### config.mk
export PLATFORM = sky130hd
export DESIGN_NAME = adc_vip_top
export DESIGN_NICKNAME = d
export VERILOG_FILES = /design/src/rtl/adc_vip_pkg.sv /design/src/rtl/adc_vip_capture.sv /design/src/rtl/adc_vip_top.sv
export SDC_FILE = /design/constraint.sdc
export NUM_CORES = 1
export LEC_CHECK = 0
export CAP_MARGIN = 20
export CORE_MARGIN = 4
export CORE_UTILIZATION = 51
export CTS_CLUSTER_SIZE = 8
export DETAILED_ROUTE_END_ITERATION = 16
export PLACE_DENSITY = 0.84
export SYNTH_ARGS = -nofsm -noshare
export SYNTH_HDL_FRONTEND = slang
export SYNTH_SLANG_ARGS = --single-unit
export TNS_END_PERCENT = 5
### constraint.sdc
create_clock -name clk -period 6.95 [get_ports clk]
set_input_delay 1.39 -clock clk [delete_from_list [all_inputs] [get_ports clk]]
set_output_delay 1.39 -clock clk [all_outputs]
set_load 0.05 [all_outputs]
### src/rtl/adc_vip_pkg.sv
// Shared types and widths for the ADC capture harness.
// Imported by the top and by the capture sub-module.
package adc_vip_pkg;

  localparam int TDATA_W = 16;
  localparam int FIFO_D  = 32;
  localparam int RAM_W   = 32;

  function automatic int cnt_w(input int depth);
    return $clog2(depth);
  endfunction

  localparam int CNT_W = cnt_w(FIFO_D);

  typedef logic [TDATA_W-1:0] sample_t;

endpackage

### src/rtl/adc_vip_capture.sv
// VIP capture: pops FIFO words into ram[0:SAMP-1] until full.
// Ports: clk, rst_n, s_valid/s_data in, s_ready/vip_full out.
module adc_vip_capture
  import adc_vip_pkg::*;
#(
  parameter int SAMP = 256,
  parameter int DW   = 16
) (
  input  logic          clk,
  input  logic          rst_n,
  input  logic          s_valid,
  input  logic [DW-1:0] s_data,
  output logic          s_ready,
  output logic          vip_full
);

  localparam int PTRW = $clog2(SAMP);

  logic [RAM_W-1:0] ram [0:SAMP-1];

  logic [PTRW-1:0] ptr_q, ptr_d;
  logic            full_q, full_d;
  logic            wr;

  assign s_ready  = ~full_q;
  assign vip_full = full_q;
  assign wr       = s_valid & ~full_q;

  always_comb begin
    ptr_d  = ptr_q;
    full_d = full_q;
    if (wr) begin
      ptr_d = ptr_q + 1'b1;
      // Last slot: flag goes high on the same edge as the write.
      if (ptr_q == PTRW'(SAMP - 1)) begin
        full_d = 1'b1;
      end
    end
  end

  always_ff @(posedge clk or negedge rst_n) begin
    if (!rst_n) begin
      ptr_q  <= '0;
      full_q <= 1'b0;
    end else begin
      ptr_q  <= ptr_d;
      full_q <= full_d;
    end
  end

  // Capture storage survives reset.
  always_ff @(posedge clk) begin
    if (wr) begin
      ram[ptr_q] <= RAM_W'(s_data);
    end
  end

endmodule

### src/rtl/adc_vip_top.sv
// Sawtooth ADC source -> FWFT FIFO -> VIP capture RAM.
// Ports: clk, rst_n, adc_en in; vip_full, FIFO flags/counts out.
module adc_vip_top
  import adc_vip_pkg::*;
#(
  parameter int PERIOD            = 12,
  parameter int SAMP              = 256,
  parameter int TDATA_WIDTH       = TDATA_W,
  parameter int FIFO_DEPTH        = FIFO_D,
  parameter int PROG_EMPTY_THRESH = 16,
  parameter int PROG_FULL_THRESH  = 16
) (
  input  logic clk,
  input  logic rst_n,
  input  logic adc_en,
  output logic vip_full,
  output logic almost_empty_axis,
  output logic almost_full_axis,
  output logic prog_empty_axis,
  output logic prog_full_axis,
  output logic [$clog2(FIFO_DEPTH)-1:0] rd_data_count_axis,
  output logic [$clog2(FIFO_DEPTH)-1:0] wr_data_count_axis
);

  localparam int AW = cnt_w(FIFO_DEPTH);
  localparam int PW = $clog2(PERIOD);
  localparam int DW = TDATA_WIDTH;

  localparam logic [AW:0] OCC_FULL = (AW+1)'(FIFO_DEPTH);
  localparam logic [AW:0] OCC_AF   = (AW+1)'(FIFO_DEPTH - 1);
  localparam logic [AW:0] OCC_AE   = (AW+1)'(1);
  localparam logic [AW:0] OCC_PE   = (AW+1)'(PROG_EMPTY_THRESH);
  localparam logic [AW:0] OCC_PF   = (AW+1)'(PROG_FULL_THRESH);
  localparam logic [PW-1:0] PH_LAST = PW'(PERIOD - 1);

  logic [DW-1:0] mem [FIFO_DEPTH];

  logic [PW-1:0] phase_q, phase_d;
  logic [AW-1:0] wptr_q, wptr_d;
  logic [AW-1:0] rptr_q, rptr_d;
  logic [AW:0]   occ_q, occ_d;

  logic          ae_q, ae_d;
  logic          af_q, af_d;
  logic          pe_q, pe_d;
  logic          pf_q, pf_d;
  logic [AW-1:0] cnt_q, cnt_d;

  logic          full, empty;
  logic          push, pop;
  logic          cap_ready;
  logic [DW-1:0] src_word;

  assign full  = (occ_q == OCC_FULL);
  assign empty = (occ_q == '0);

  // Full FIFO stalls the source: sample and index are held.
  assign push = adc_en & ~full;
  assign pop  = ~empty & cap_ready;

  assign src_word = DW'(phase_q);

  always_comb begin
    phase_d = phase_q;
    wptr_d  = wptr_q;
    rptr_d  = rptr_q;
    occ_d   = occ_q;
    if (push) begin
      phase_d = (phase_q == PH_LAST) ? '0
                                     : phase_q + 1'b1;
      wptr_d  = wptr_q + 1'b1;
    end
    if (pop) begin
      rptr_d = rptr_q + 1'b1;
    end
    case ({push, pop})
      2'b10:   occ_d = occ_q + 1'b1;
      2'b01:   occ_d = occ_q - 1'b1;
      default: occ_d = occ_q;
    endcase
  end

  // Flags track the occupancy this edge produces.
  always_comb begin
    ae_d  = (occ_d <= OCC_AE);
    af_d  = (occ_d >= OCC_AF);
    pe_d  = (occ_d <= OCC_PE);
    pf_d  = (occ_d >= OCC_PF);
    cnt_d = occ_d[AW] ? '1 : occ_d[AW-1:0];
  end

  always_ff @(posedge clk or negedge rst_n) begin
    if (!rst_n) begin
      phase_q <= '0;
      wptr_q  <= '0;
      rptr_q  <= '0;
      occ_q   <= '0;
      ae_q    <= 1'b1;
      af_q    <= 1'b0;
      pe_q    <= 1'b1;
      pf_q    <= 1'b0;
      cnt_q   <= '0;
    end else begin
      phase_q <= phase_d;
      wptr_q  <= wptr_d;
      rptr_q  <= rptr_d;
      occ_q   <= occ_d;
      ae_q    <= ae_d;
      af_q    <= af_d;
      pe_q    <= pe_d;
      pf_q    <= pf_d;
      cnt_q   <= cnt_d;
    end
  end

  always_ff @(posedge clk) begin
    if (push) begin
      mem[wptr_q] <= src_word;
    end
  end

  assign almost_empty_axis  = ae_q;
  assign almost_full_axis   = af_q;
  assign prog_empty_axis    = pe_q;
  assign prog_full_axis     = pf_q;
  assign rd_data_count_axis = cnt_q;
  assign wr_data_count_axis = cnt_q;

  adc_vip_capture #(
    .SAMP (SAMP),
    .DW   (DW)
  ) vip_inst (
    .clk      (clk),
    .rst_n    (rst_n),
    .s_valid  (~empty),
    .s_data   (mem[rptr_q]),
    .s_ready  (cap_ready),
    .vip_full (vip_full)
  );

endmodule

==> results by group <==
Outcome
  – Status: finished clean

Routing
  – Detail Route Antenna Nets: 0
  – WL/cell: 13.74 um
  – Post-DR vias/cell: 5.575
  – Total number of vias: 892
  – Initial DRT Pass Iterations: 4
  – Residual DRC count: 0
  – Routed WL: roughly 2.2 mm
  – Number of DRC markers in iteration 0: 15

Yosys
  – Syn_nets: 127
  – Post-Syn Instances: 117
  – Count leader, synth: dfrtp_1
  – Top_reg_cell synth: dfrtp_1
  – Post-synthesis cell area: 1244 um^2
  – Main combinational cell family by area after synthesis: simple AND/OR/NAND/NOR gates
  – Compound-gate portion of the synthesized area: 11.87%
  – Distinct cells, synth: 37
  – Most common library cells after synthesis: 22 x dfrtp_1, 14 x nand2_1, 7 x inv_1
  – Post-Synth Adder-Cell Area: 7.646%
  – Register area share after synthesis: 48.49%
  – Simple-Gate Fraction of Synth Area: between 10% and 20%
  – Post-synth EDFFs: 0
  – XOR/XNOR Fraction of Synth Area: 7.042%
  – Mux cell area share after synthesis: 0.8048%
  – Area leader, netlist: dfrtp_1
  – Post-synth top area share: 44.27%
  – #FFs+latches synth: 24
  – Synth top area cells: dfrtp_1 44%, ha_1 6.0%, dfstp_2 4.2%
  – YS warnings: 0
  – Syn avg cell area: 10.63 um^2
  – Synth async-reset ratio: 100.0%

CTS
  – Sinks on Clock Net: 24
  – Post-CTS Resized: 0
  – H-tree Lvls: 1
  – CTS tree: done
  – Clock latency on the worst-skew pair: about 310 ps
  – Clk buf depth: 2
  – Clock transition at the registers of the reported paths: 130 ps
  – Setup Fix Bufs, Post-CTS: 0
  – Root Buffer: clkbuf_4
  – CTS Hold Buffers Added: 0
  – Total CTS buffers: 3

Layout
  – Layout cells sized above 1: a little over a tenth
  – Final net count: 143
  – Ant. Diodes: 0
  – Multi-input gate area: 550.5 um^2
  – Register area: 603.1 um^2
  – Fillcell total: around 180
  – Area grow syn2layout: 17.10%

Worst setup path
  – Type of origin of the critical path: primary input
  – CP arrival: 3860 ps
  – FF-to-FF setup slack: 3680 ps
  – Worst Path Max Fanout: 9
  – Required @ worst endpoint: 7190 ps
  – Worst R2R Path Depth: 11
  – Worst Setup End Kind: register
  – Kind of critical path: in -> reg

Timing
  – Slew HR: 66.36%
  – Setup TNS: 0 ps
  – Hold Vio Cnt, Final: 0
  – Slew @ Worst Pin: 503.0 ps
  – Crit path time final: 3618 ps
  – Fmax: 276.4 MHz
  – Final Setup Violations: 0
  – Max Slew Vio Count: 0
  – Clock skew: around 5.6 ps
  – Tcrit/Tclk final: a little over half
  – Unrepaired setup endpoints after global routing: false

Floorplan
  – Core area: between 2000 and 2500 um^2
  – Die ar.: 3292 um^2
  – DIE WIDTH: 57.38 um
  – Die Ht: 57.38 um
  – Initial Util: 54.65%
  – Cell row count: 17
  – Number of top-level pins: 18

Hold path
  – WHS Path Cells: 1
  – Worst hold path type: reg -> reg

GRT
  – Total gr overflow: 0
  – Total global-route track usage: 15.27%
  – Largest net degree at the start of global routing: 25
  – Global-route wire length before repair: between 3 and 4 mm
  – Number of global-route vias before repair: 818
  – Initial antenna violation count: 0

Run
  – Max-capacitance violation count: 0

Place
  – DP HPWL: about 1.6 mm
  – Port-buffer cells: 17
  – Placer Congestion: ~0.82
## worst paths after layout
check                                  startpoint           endpoint
min in group asynchronous                   rst_n  vip_inst.ptr_q[2]
max in group asynchronous                   rst_n    prog_empty_axis
worst max-delay path                       adc_en   almost_full_axis
worst min-delay path            vip_inst.ptr_q[7]  vip_inst.ptr_q[7]
worst min register to register  vip_inst.ptr_q[7]  vip_inst.ptr_q[7]
worst max register to register           occ_q[0]   almost_full_axis
## through the flow
stage | setup WS [ps] | cell area, um^2 | hold slack (ps) | std cells | utilization [%]
finish | 3332 | 1456 | 476.9 | 160 | 63.99
global route | 3198 | 1456 | 537.6 | 160 | 63.99
CTS | 3315 | 1429 | 480.3 | 159 | 62.78
detailed placement | 3018 | 1393 | 459.8 | 155 | 61.19
global placement | 3131 | 1393 | 457.3 | 155 | 61.19
floorplan | 3710 | 1244 | 442.4 | 117 | -
## layer usage
metal,track usage (%),wire length [um]
met4,6.291,14
met1,21.87,1042
met2,22.10,991
met5,0,0
met3,3.620,150
## worst max-delay path, stage by stage
cell             delay [ps]
clkdlybuf4s50_1         460
o21ai_0                  80
ha_1                    310
ha_1                    390
nor4b_1                 350
a221o_1                 180
a211oi_2                 70
or4_1                   490
o21ai_1                 140
## layout by cell type (no fill, tap or decap), types with 2 or more instances in the layout
master and count:
a21o_1 3, xnor2_1 6, nand4_1 3, clkbuf_4 3
o211ai_1 2, inv_2 2, nor3_1 3, inv_1 7
nand3_1 4, dfrtp_1 22, nor2_1 5, nand2_1 14
xor2_1 4, o21bai_1 2, a21oi_1 4, ha_1 6
dfstp_2 2, o2111ai_1 2, clkdlybuf4s50_1 17, or2_1 2
## final cells by class
cell class | instances | area share, %
Sequential cell | 24 | 41.41
Clock buffer | 4 | 2.491
Tap cell | 28 | 2.405
Inverter | 9 | 2.320
Timing Repair Buffer | 18 | 13.57
Multi-Input combinational cell | 77 | 37.80
## kinds of logic after synthesis
| kind of cell | count (synthesis) |
|---|---|
| multiplexers | 1 |
| AO/OA/AOI/OAI | 20 |
| XOR/XNOR | 10 |
| flip-flops | 24 |
| buffers and inverters | 16 |
| AND/OR/NAND/NOR | 39 |
| adder cells (fa/ha/maj) | 7 |
## registers in the layout, summed over array words and instances (netlist names)
register,count
almost_empty_axis,1
almost_full_axis,1
occ_q,6
prog_empty_axis,1
prog_full_axis,1
rd_data_count_axis,5
vip_inst.ptr_q,8
vip_inst.vip_full,1
Power is left out: the tool's default activity adds up to more than one toggle a clock period on the data nets, which glitch-free logic cannot reach.
